===== src/rtl/rr_arbiter_8.sv =====
// Eight-way round-robin arbiter with a one-cycle turnaround gap and a bounded hold time.
// Drives a 3x8 decoder through gnt_bin/gnt_en and also provides a registered one-hot grant.
module rr_arbiter_8 #(
   parameter int unsigned MAX_HOLD = 16
) (
   input  logic       clk,
   input  logic       rst_n,
   input  logic [7:0] req,
   input  logic       done,
   output logic [2:0] gnt_bin,
   output logic       gnt_en,
   output logic [7:0] gnt,
   output logic       timeout
);

   typedef enum logic [1:0] {StIdle, StGrant, StGap} state_e;

   // Last cycle a grant may stay asserted before it is forcibly revoked.
   localparam logic [7:0] HoldLast = 8'(MAX_HOLD - 1);

   state_e     state_q, state_d;
   logic [2:0] ptr_q, ptr_d;
   logic [7:0] hold_cnt_q, hold_cnt_d;
   logic [2:0] gnt_bin_q, gnt_bin_d;
   logic       gnt_en_q, gnt_en_d;
   logic [7:0] gnt_q, gnt_d;
   logic       timeout_q, timeout_d;

   logic       win_found;
   logic [2:0] win_idx;
   logic [2:0] scan_idx;

   // Find the first requester at or after ptr, wrapping modulo 8.
   always_comb begin
      win_found = 1'b0;
      win_idx   = 3'd0;
      scan_idx  = 3'd0;
      for (int k = 0; k < 8; k++) begin
         scan_idx = ptr_q + 3'(k);
         if (!win_found && req[scan_idx]) begin
            win_found = 1'b1;
            win_idx   = scan_idx;
         end
      end
   end

   // Next-state logic: arbitrate in IDLE/GAP, track hold time and release in GRANT.
   always_comb begin
      state_d    = state_q;
      ptr_d      = ptr_q;
      hold_cnt_d = hold_cnt_q;
      gnt_bin_d  = gnt_bin_q;
      gnt_en_d   = gnt_en_q;
      gnt_d      = gnt_q;
      timeout_d  = 1'b0;

      case (state_q)
         StIdle, StGap: begin
            if (win_found) begin
               state_d    = StGrant;
               gnt_bin_d  = win_idx;
               gnt_en_d   = 1'b1;
               gnt_d      = 8'b0000_0001 << win_idx;
               ptr_d      = win_idx + 3'd1;
               hold_cnt_d = 8'd0;
            end else begin
               state_d  = StIdle;
               gnt_en_d = 1'b0;
               gnt_d    = 8'h00;
            end
         end
         StGrant: begin
            // A voluntary release takes priority over the hold limit, so done on the
            // final cycle never raises timeout. gnt_bin keeps the last winner.
            if (done || !req[gnt_bin_q]) begin
               state_d  = StGap;
               gnt_en_d = 1'b0;
               gnt_d    = 8'h00;
            end else if (hold_cnt_q == HoldLast) begin
               state_d   = StGap;
               gnt_en_d  = 1'b0;
               gnt_d     = 8'h00;
               timeout_d = 1'b1;
            end else begin
               hold_cnt_d = hold_cnt_q + 8'd1;
            end
         end
         default: begin
            state_d  = StIdle;
            gnt_en_d = 1'b0;
            gnt_d    = 8'h00;
         end
      endcase
   end

   // State and output registers; outputs clear immediately on reset.
   always_ff @(posedge clk or negedge rst_n) begin
      if (!rst_n) begin
         state_q    <= StIdle;
         ptr_q      <= 3'd0;
         hold_cnt_q <= 8'd0;
         gnt_bin_q  <= 3'd0;
         gnt_en_q   <= 1'b0;
         gnt_q      <= 8'h00;
         timeout_q  <= 1'b0;
      end else begin
         state_q    <= state_d;
         ptr_q      <= ptr_d;
         hold_cnt_q <= hold_cnt_d;
         gnt_bin_q  <= gnt_bin_d;
         gnt_en_q   <= gnt_en_d;
         gnt_q      <= gnt_d;
         timeout_q  <= timeout_d;
      end
   end

   assign gnt_bin = gnt_bin_q;
   assign gnt_en  = gnt_en_q;
   assign gnt     = gnt_q;
   assign timeout = timeout_q;

endmodule


===== config.mk =====
export PLATFORM = sky130hd
export DESIGN_NAME = rr_arbiter_8
export DESIGN_NICKNAME = d
export VERILOG_FILES = /design/src/rtl/rr_arbiter_8.sv
export SDC_FILE = /design/constraint.sdc
export NUM_CORES = 1
export LEC_CHECK = 0
export CAP_MARGIN = 20
export CORE_AREA = 4 4 92 59
export DETAILED_ROUTE_END_ITERATION = 6
export DIE_AREA = 0 0 96 63
export PLACE_DENSITY = 0.78
export SLEW_MARGIN = 40
export SYNTH_ARGS = -nofsm -noshare
export SYNTH_HDL_FRONTEND = slang
export SYNTH_SLANG_ARGS = --single-unit

===== constraint.sdc =====
create_clock -name clk -period 4.4 [get_ports clk]
set_clock_uncertainty 0.1 [all_clocks]
set_input_delay 0.66 -clock clk [delete_from_list [all_inputs] [get_ports clk]]
set_output_delay 0.66 -clock clk [all_outputs]
set_load 0.02 [all_outputs]

### Word level (Yosys, flattened, before mapping)

Cells that the tools add are included.

* $add $sub $neg: 9
* magnitude comparators: 9
* equal/unequal tests: 7
* shift-type cells: 1
* mux-type cells: 53
* reductions and logical operators: 21

Operators with widths (number)
* 8-bit two-way mux: 6
* 3-bit by 4-bit < comparator with 1-bit output, second input constant: 9
* 8-bit one-hot mux with 2 select lines: 2
* 1-bit binary-select mux with 3-bit select: 9
* 1-bit two-way mux: 24
* 3-bit two-way mux: 8
* 3-bit adder, second input constant: 4
* 8-bit by 1-bit adder with 8-bit output, second input constant: 1
* 8-bit by 4-bit equality test with 1-bit output, second input constant: 1
* 1-bit zero test: 8
* 1-bit by 3-bit << shifter with 8-bit output, first input constant: 1
* 1-bit logical AND: 7
* 3-bit by 1-bit adder with 3-bit output, second input constant: 2
* 3-bit by 2-bit adder with 3-bit output, second input constant: 2
* 2-bit inequality test, second input constant: 3
* 2-bit two-way mux: 2
* 2-bit one-hot mux with 2 select lines: 1
* 4-bit AND reduction: 1
* 3-bit inequality test, second input constant: 1
* 2-bit by 1-bit equality test with 1-bit output, second input constant: 1
* 2-bit equality test, second input constant: 1
* 2-bit zero test: 1
* 1-bit one-hot mux with 2 select lines: 1
* 2-bit AND reduction: 1
* other kinds (3): 3

* bits in registers: 26
* output and inout bits: 13
* word-level logic and storage cells: 107

### Longest topological paths before layout

* word-level depth: 27
* depth in mapped cells: 15

### Worst setup path after synthesis

Ideal clock, no wire load.

* kind: reg-to-reg
* from: register ptr_q[0]
* to: register ptr_q[2]
* setup time: 128 ps
* data arrival time: 3674 ps
* slack: 498 ps
* cell stages (with the launch flop): 16
* period minus slack after synthesis: 3902 ps
* path through: dfrtp_1 -> buf_6 -> buf_12 -> clkbuf_4 -> inv_1 -> ha_1 -> clkbuf_1 -> mux4_2 -> mux2i_1 -> nand2b_1 -> or3b_4 -> o311ai_4 -> o31ai_4 -> inv_2 -> ha_1 -> mux2_1

* word-level cells in the longest chain between the ends: 25
* elaborated cells on any way between the ends: 55
* those cells by class: add/sub (8); mux (32); reduce/logical (15)

Ends and longest elaborated chain
* from (decl): RTL line 22 `logic [2:0] ptr_q, ptr_d;`
* from (signal assigned): RTL line 108 `ptr_q <= ptr_d;`
* branches (longest 25 deep; another with 3-bit by 1-bit adder with 3-bit output)

Several ways; the timed one is not identified. The select of a mux whose other input is x is not followed.
A chain may end at the register's enable or synchronous reset.

### Worst setup path after layout

* from: register ptr_q[1]
* to: register ptr_q[2]

Same word-level chain as after synthesis.

==> results.tsv <==
stage	metric	value	unit
status	run status	completed	
synthesis	top cells by area, synth	sky130_fd_sc_hd__dfrtp_1 (29%), sky130_fd_sc_hd__mux4_2 (14%), sky130_fd_sc_hd__mux2i_1 (6.5%), sky130_fd_sc_hd__mux4_1 (3.7%), sky130_fd_sc_hd__nor2_1 (3.7%)	
sta	final setup violating endpoints	0	
drt	DRC violation count after routing	0	
power_and_ir_drop	Peak supply drop	547	µV
clock_network	clock slew seen by the registers of the worst setup and hold paths	0.08	ns
clock_network	clock network latency to the later pin of the worst-skew pair	0.26	ns
global_route	first-pass GRT wire length	8900	µm
flow_run	max_cap viols	0	
synthesis	cell type with the largest total area after synthesis	sky130_fd_sc_hd__dfrtp_1	
power_and_ir_drop	share of power burned in registers	18.0	%
clock_network	buffer type at the clock tree root	sky130_fd_sc_hd__clkbuf_8	
sta	Hold Fails Final Rpt	0	
hold_path	kind of path behind the tightest hold check	primary input to asynchronous set/reset pin	
global_route	overall routing resource usage	18.9	%
die	number of placement rows	19	
synthesis	adder and majority gate portion of the synthesized area	3.49	%
drt	first-pass iteration count of the detailed router	5	
cells_and_area	layout cell share with drive strength beyond 1	18.2	%
drt	antenna violation net count after detailed routing	0	
power_and_ir_drop	Internal Dissipation	1.10	mW
clock_network	Longest Clk Path Bufs	2	
die	initial core utilization	47.4	%
setup_path	launching point of the worst reg2reg path	ptr_q[1]	
drt	routed vias	1803	
global_route	met1 track demand over resource in global routing	31.8	%
global_route	maximum number of pins on one net before global-route repair	26	
die	number of ports placed on the die boundary	24	
setup_path	kind of critical path	flip-flop to flip-flop	
setup_path	critical path fanouts, max	8	
setup_path	worst-case reg-to-reg path depth	11	
synthesis	synth cell count leaders	sky130_fd_sc_hd__dfrtp_1 (25), sky130_fd_sc_hd__nor2_1 (21), sky130_fd_sc_hd__nand2_1 (17)	
clock_network	post-cts resize count	0	
synthesis	multiplexer share of the synthesized area	29.9	%
synthesis	part of the Yosys area used for sequential elements	29.1	%
placement	detailed placement HPWL	4140	µm
clock_network	number of H-tree levels	1	
cells_and_area	fillcell total	387	
sta	transition time at the pin with the least slew margin	0.592	ns
synthesis	area fraction of the dominant cell type after synthesis	29.1	%
drt	total wire length after detailed routing	5350	µm
power_and_ir_drop	proportion of total power due to net switching	49.1	%
setup_path	data arrival time of the worst path	3.92	ns
clock_network	number of clock sinks	25	
global_route	via count of the first global-routing pass	1679	
sta	period utilisation layout	87.8	%
placement	final weighted congestion of routability-driven global placement	0.922	
synthesis	share of the synthesized area in compound gates (AO/OA/AOI/OAI)	15.1	%
global_route	initial antenna violation count	0	
die	DIE HEIGHT	63	µm
power_and_ir_drop	net switching power	1.06	mW
die	placeable core area	4540	µm²
synthesis	primary flip-flop cell chosen by synthesis mapping	sky130_fd_sc_hd__dfrtp_1	
sta	sum of negative setup slack	0	ns
synthesis	number of standard cells after synthesis	203	
power_and_ir_drop	power density cells	872	nW/µm²
synthesis	largest family of logic cells by synthesized area	multiplexers	
cells_and_area	footprint of the multi-input gates	1430	µm²
synthesis	number of warning messages in the yosys log	0	
clock_network	number of hold buffers added after CTS	0	
setup_path	Crit Reg-Reg Endpoint	ptr_q[2]	
sta	setup repair after global routing missed its margin	false	
synthesis	number of storage elements in the synthesis netlist	25	
cells_and_area	number of diodes added for antenna fixing	0	
power_and_ir_drop	Clk pwr share	6.1	%
sta	Max Fclk	259	MHz
synthesis	most frequent cell after synthesis	sky130_fd_sc_hd__dfrtp_1	
global_route	met2 track utilization from global routing	24.0	%
placement	buffers added on ports	23	
synthesis	xor and xnor fraction of the mapped netlist area	3.20	%
sta	clock period minus worst slack	3.86	ns
setup_path	required time of the critical path	4.46	ns
synthesis	Post-synth EDFFs	0	
synthesis	Mapped Avg Cell Area	10.6	µm²
clock_network	number of buffers inserted during clock tree synthesis	3	
setup_path	startpoint class of the critical path	flip-flop	
drt	via/cell ratio	6.26	
synthesis	number of nets in the synthesized netlist	220	
global_route	most crowded layer after global routing	met1	
setup_path	type of element capturing the critical path	flip-flop	
drt	per-cell routed wire length	18.6	µm
synthesis	post-synthesis async set-or-reset flop share	100	%
synthesis	number of unique standard cell types used by synthesis	55	
power_and_ir_drop	total leakage power	1.03	nW
clock_network	post-CTS setup-driven buffer insertion count	0	
die	x dimension of the die	96	µm
sta	worst relative slew slack	60.5	%
cells_and_area	Storage cell area	626	µm²
global_route	GRT Residual Overflow	0	
synthesis	post-synthesis instance area	2150	µm²
global_route	met3 track utilization from global routing	5.90	%
cells_and_area	net count of the finished layout	243	
setup_path	FF-to-FF setup slack	0.54	ns
clock_network	clock tree from TritonCTS	built	
die	area of the die	6050	µm²
power_and_ir_drop	portion of total power attributed to combinational logic	75.9	%
sta	count of final max-slew check failures	0	
power_and_ir_drop	Final Total Pwr	2.17	mW
cells_and_area	area growth from synthesis to final layout	15.5	%
drt	initial detailed-routing violation count	152	
synthesis	simple-gate portion of the synthesized area	14.5	%
## worst max path at each step
| stage | cells past startpoint | end | slack (ns) | from |
|---|---|---|---|---|
| 5_1_grt | 10 | ptr_q[2] | 0.37 | ptr_q[1] |
| 6_report | 11 | ptr_q[2] | 0.54 | ptr_q[1] |
| 3_5_place_dp | 9 | ptr_q[2] | 0.39 | req[7] |
| 4_1_cts | 11 | ptr_q[2] | 0.56 | ptr_q[1] |
| 3_3_place_gp | 10 | ptr_q[2] | 0.44 | req[7] |
| 2_1_floorplan | 15 | ptr_q[2] | 0.50 | ptr_q[0] |
## worst max-delay path: stages (launching register included)
cell,delay [ns]
sky130_fd_sc_hd__dfrtp_1,0.36
sky130_fd_sc_hd__clkinv_1,0.22
sky130_fd_sc_hd__ha_1,0.61
sky130_fd_sc_hd__mux4_2,0.60
sky130_fd_sc_hd__mux2i_1,0.23
sky130_fd_sc_hd__nand2b_1,0.16
sky130_fd_sc_hd__or3b_4,0.43
sky130_fd_sc_hd__o311ai_4,0.26
sky130_fd_sc_hd__o31ai_4,0.15
sky130_fd_sc_hd__inv_2,0.11
sky130_fd_sc_hd__ha_1,0.23
sky130_fd_sc_hd__mux2_1,0.28
## per-stage QoR
step | hold slack [ns] | instance area [µm²] | std cells | utilization [%] | worst slack, ns
floorplan | 0.264 | 2150 | 203 | - | 0.498
global placement | 0.388 | 2440 | 284 | 53.8 | 0.438
detailed placement | 0.402 | 2440 | 284 | 53.7 | 0.387
CTS | 0.282 | 2480 | 288 | 54.7 | 0.564
global route | 0.303 | 2480 | 288 | 54.7 | 0.374
finish | 0.268 | 2480 | 288 | 54.7 | 0.538
## area by class of cell
class	instances	share of cell area [%]
Inverter	7	1.06
Clock buffer	4	1.81
Timing Repair Buffer	30	11.2
Tap cell	63	3.17
Multi-Input combinational cell	159	57.6
Sequential cell	25	25.2
## cell families (layout without fill, tap and decap cells)
| kind of cell | count (synthesis) | after routing |
|---|---|---|
| muxes | 41 | 41 |
| AOI/OAI and AO/OA | 41 | 41 |
| DFF | 25 | 25 |
| and+or+nand+nor | 64 | 64 |
| adders and majority gates | 6 | 6 |
| xor gates and xnor gates | 7 | 7 |
| buffers and inverters | 19 | 41 |
## power groups by stage
stage          Sequential (mW)  Clock, mW  Combinational (mW)
2_1_floorplan            0.402          0                1.19
3_3_place_gp             0.390          0                1.59
3_5_place_dp             0.390          0                1.62
4_1_cts                  0.388      0.135                1.63
5_1_grt                  0.401      0.150                1.79
6_report                 0.389      0.133                1.65
## layout by cell type, fill, tap and decap left out, types with 2 or more instances in the layout
cell                              count
sky130_fd_sc_hd__dfrtp_1             25
sky130_fd_sc_hd__clkdlybuf4s50_1     22
sky130_fd_sc_hd__nor2_1              21
sky130_fd_sc_hd__nand2_1             17
sky130_fd_sc_hd__mux2i_1             14
sky130_fd_sc_hd__mux4_2              13
sky130_fd_sc_hd__a21oi_1              7
sky130_fd_sc_hd__o21ai_1              7
sky130_fd_sc_hd__buf_4                7
sky130_fd_sc_hd__xor2_1               6
sky130_fd_sc_hd__ha_1                 6
sky130_fd_sc_hd__mux2_2               5
sky130_fd_sc_hd__mux2_1               4
sky130_fd_sc_hd__nand2b_1             4
sky130_fd_sc_hd__nand4_1              4
sky130_fd_sc_hd__inv_1                3
sky130_fd_sc_hd__mux4_1               3
sky130_fd_sc_hd__and2_1               3
sky130_fd_sc_hd__inv_2                3
sky130_fd_sc_hd__nor2b_1              3
sky130_fd_sc_hd__o21ai_0              3
sky130_fd_sc_hd__nand3_1              3
sky130_fd_sc_hd__clkbuf_8             3
sky130_fd_sc_hd__mux2_4               2
sky130_fd_sc_hd__nand4b_1             2
sky130_fd_sc_hd__o211ai_1             2
sky130_fd_sc_hd__a211oi_1             2
sky130_fd_sc_hd__a221oi_1             2
sky130_fd_sc_hd__and3_1               2
sky130_fd_sc_hd__or3_1                2
## per-layer routing
| layer | share of wire (%) | up-vias | routed length (µm) |
|---|---|---|---|
| li1 | - | 816 | - |
| met5 | 0 | - | 0 |
| met2 | 40 | 83 | 2160 |
| met4 | 0.30 | 0 | 16 |
| met1 | 49 | 902 | 2610 |
| met3 | 10 | 2 | 560 |
## sequential cells by signal (all words and copies together) (netlist names)
name,flops
hold_cnt_q,8
ptr_q,3
gnt_bin,3
timeout,1
gnt_en,1
gnt,8
state_q,1
Power figures use the tool's default switching activity.
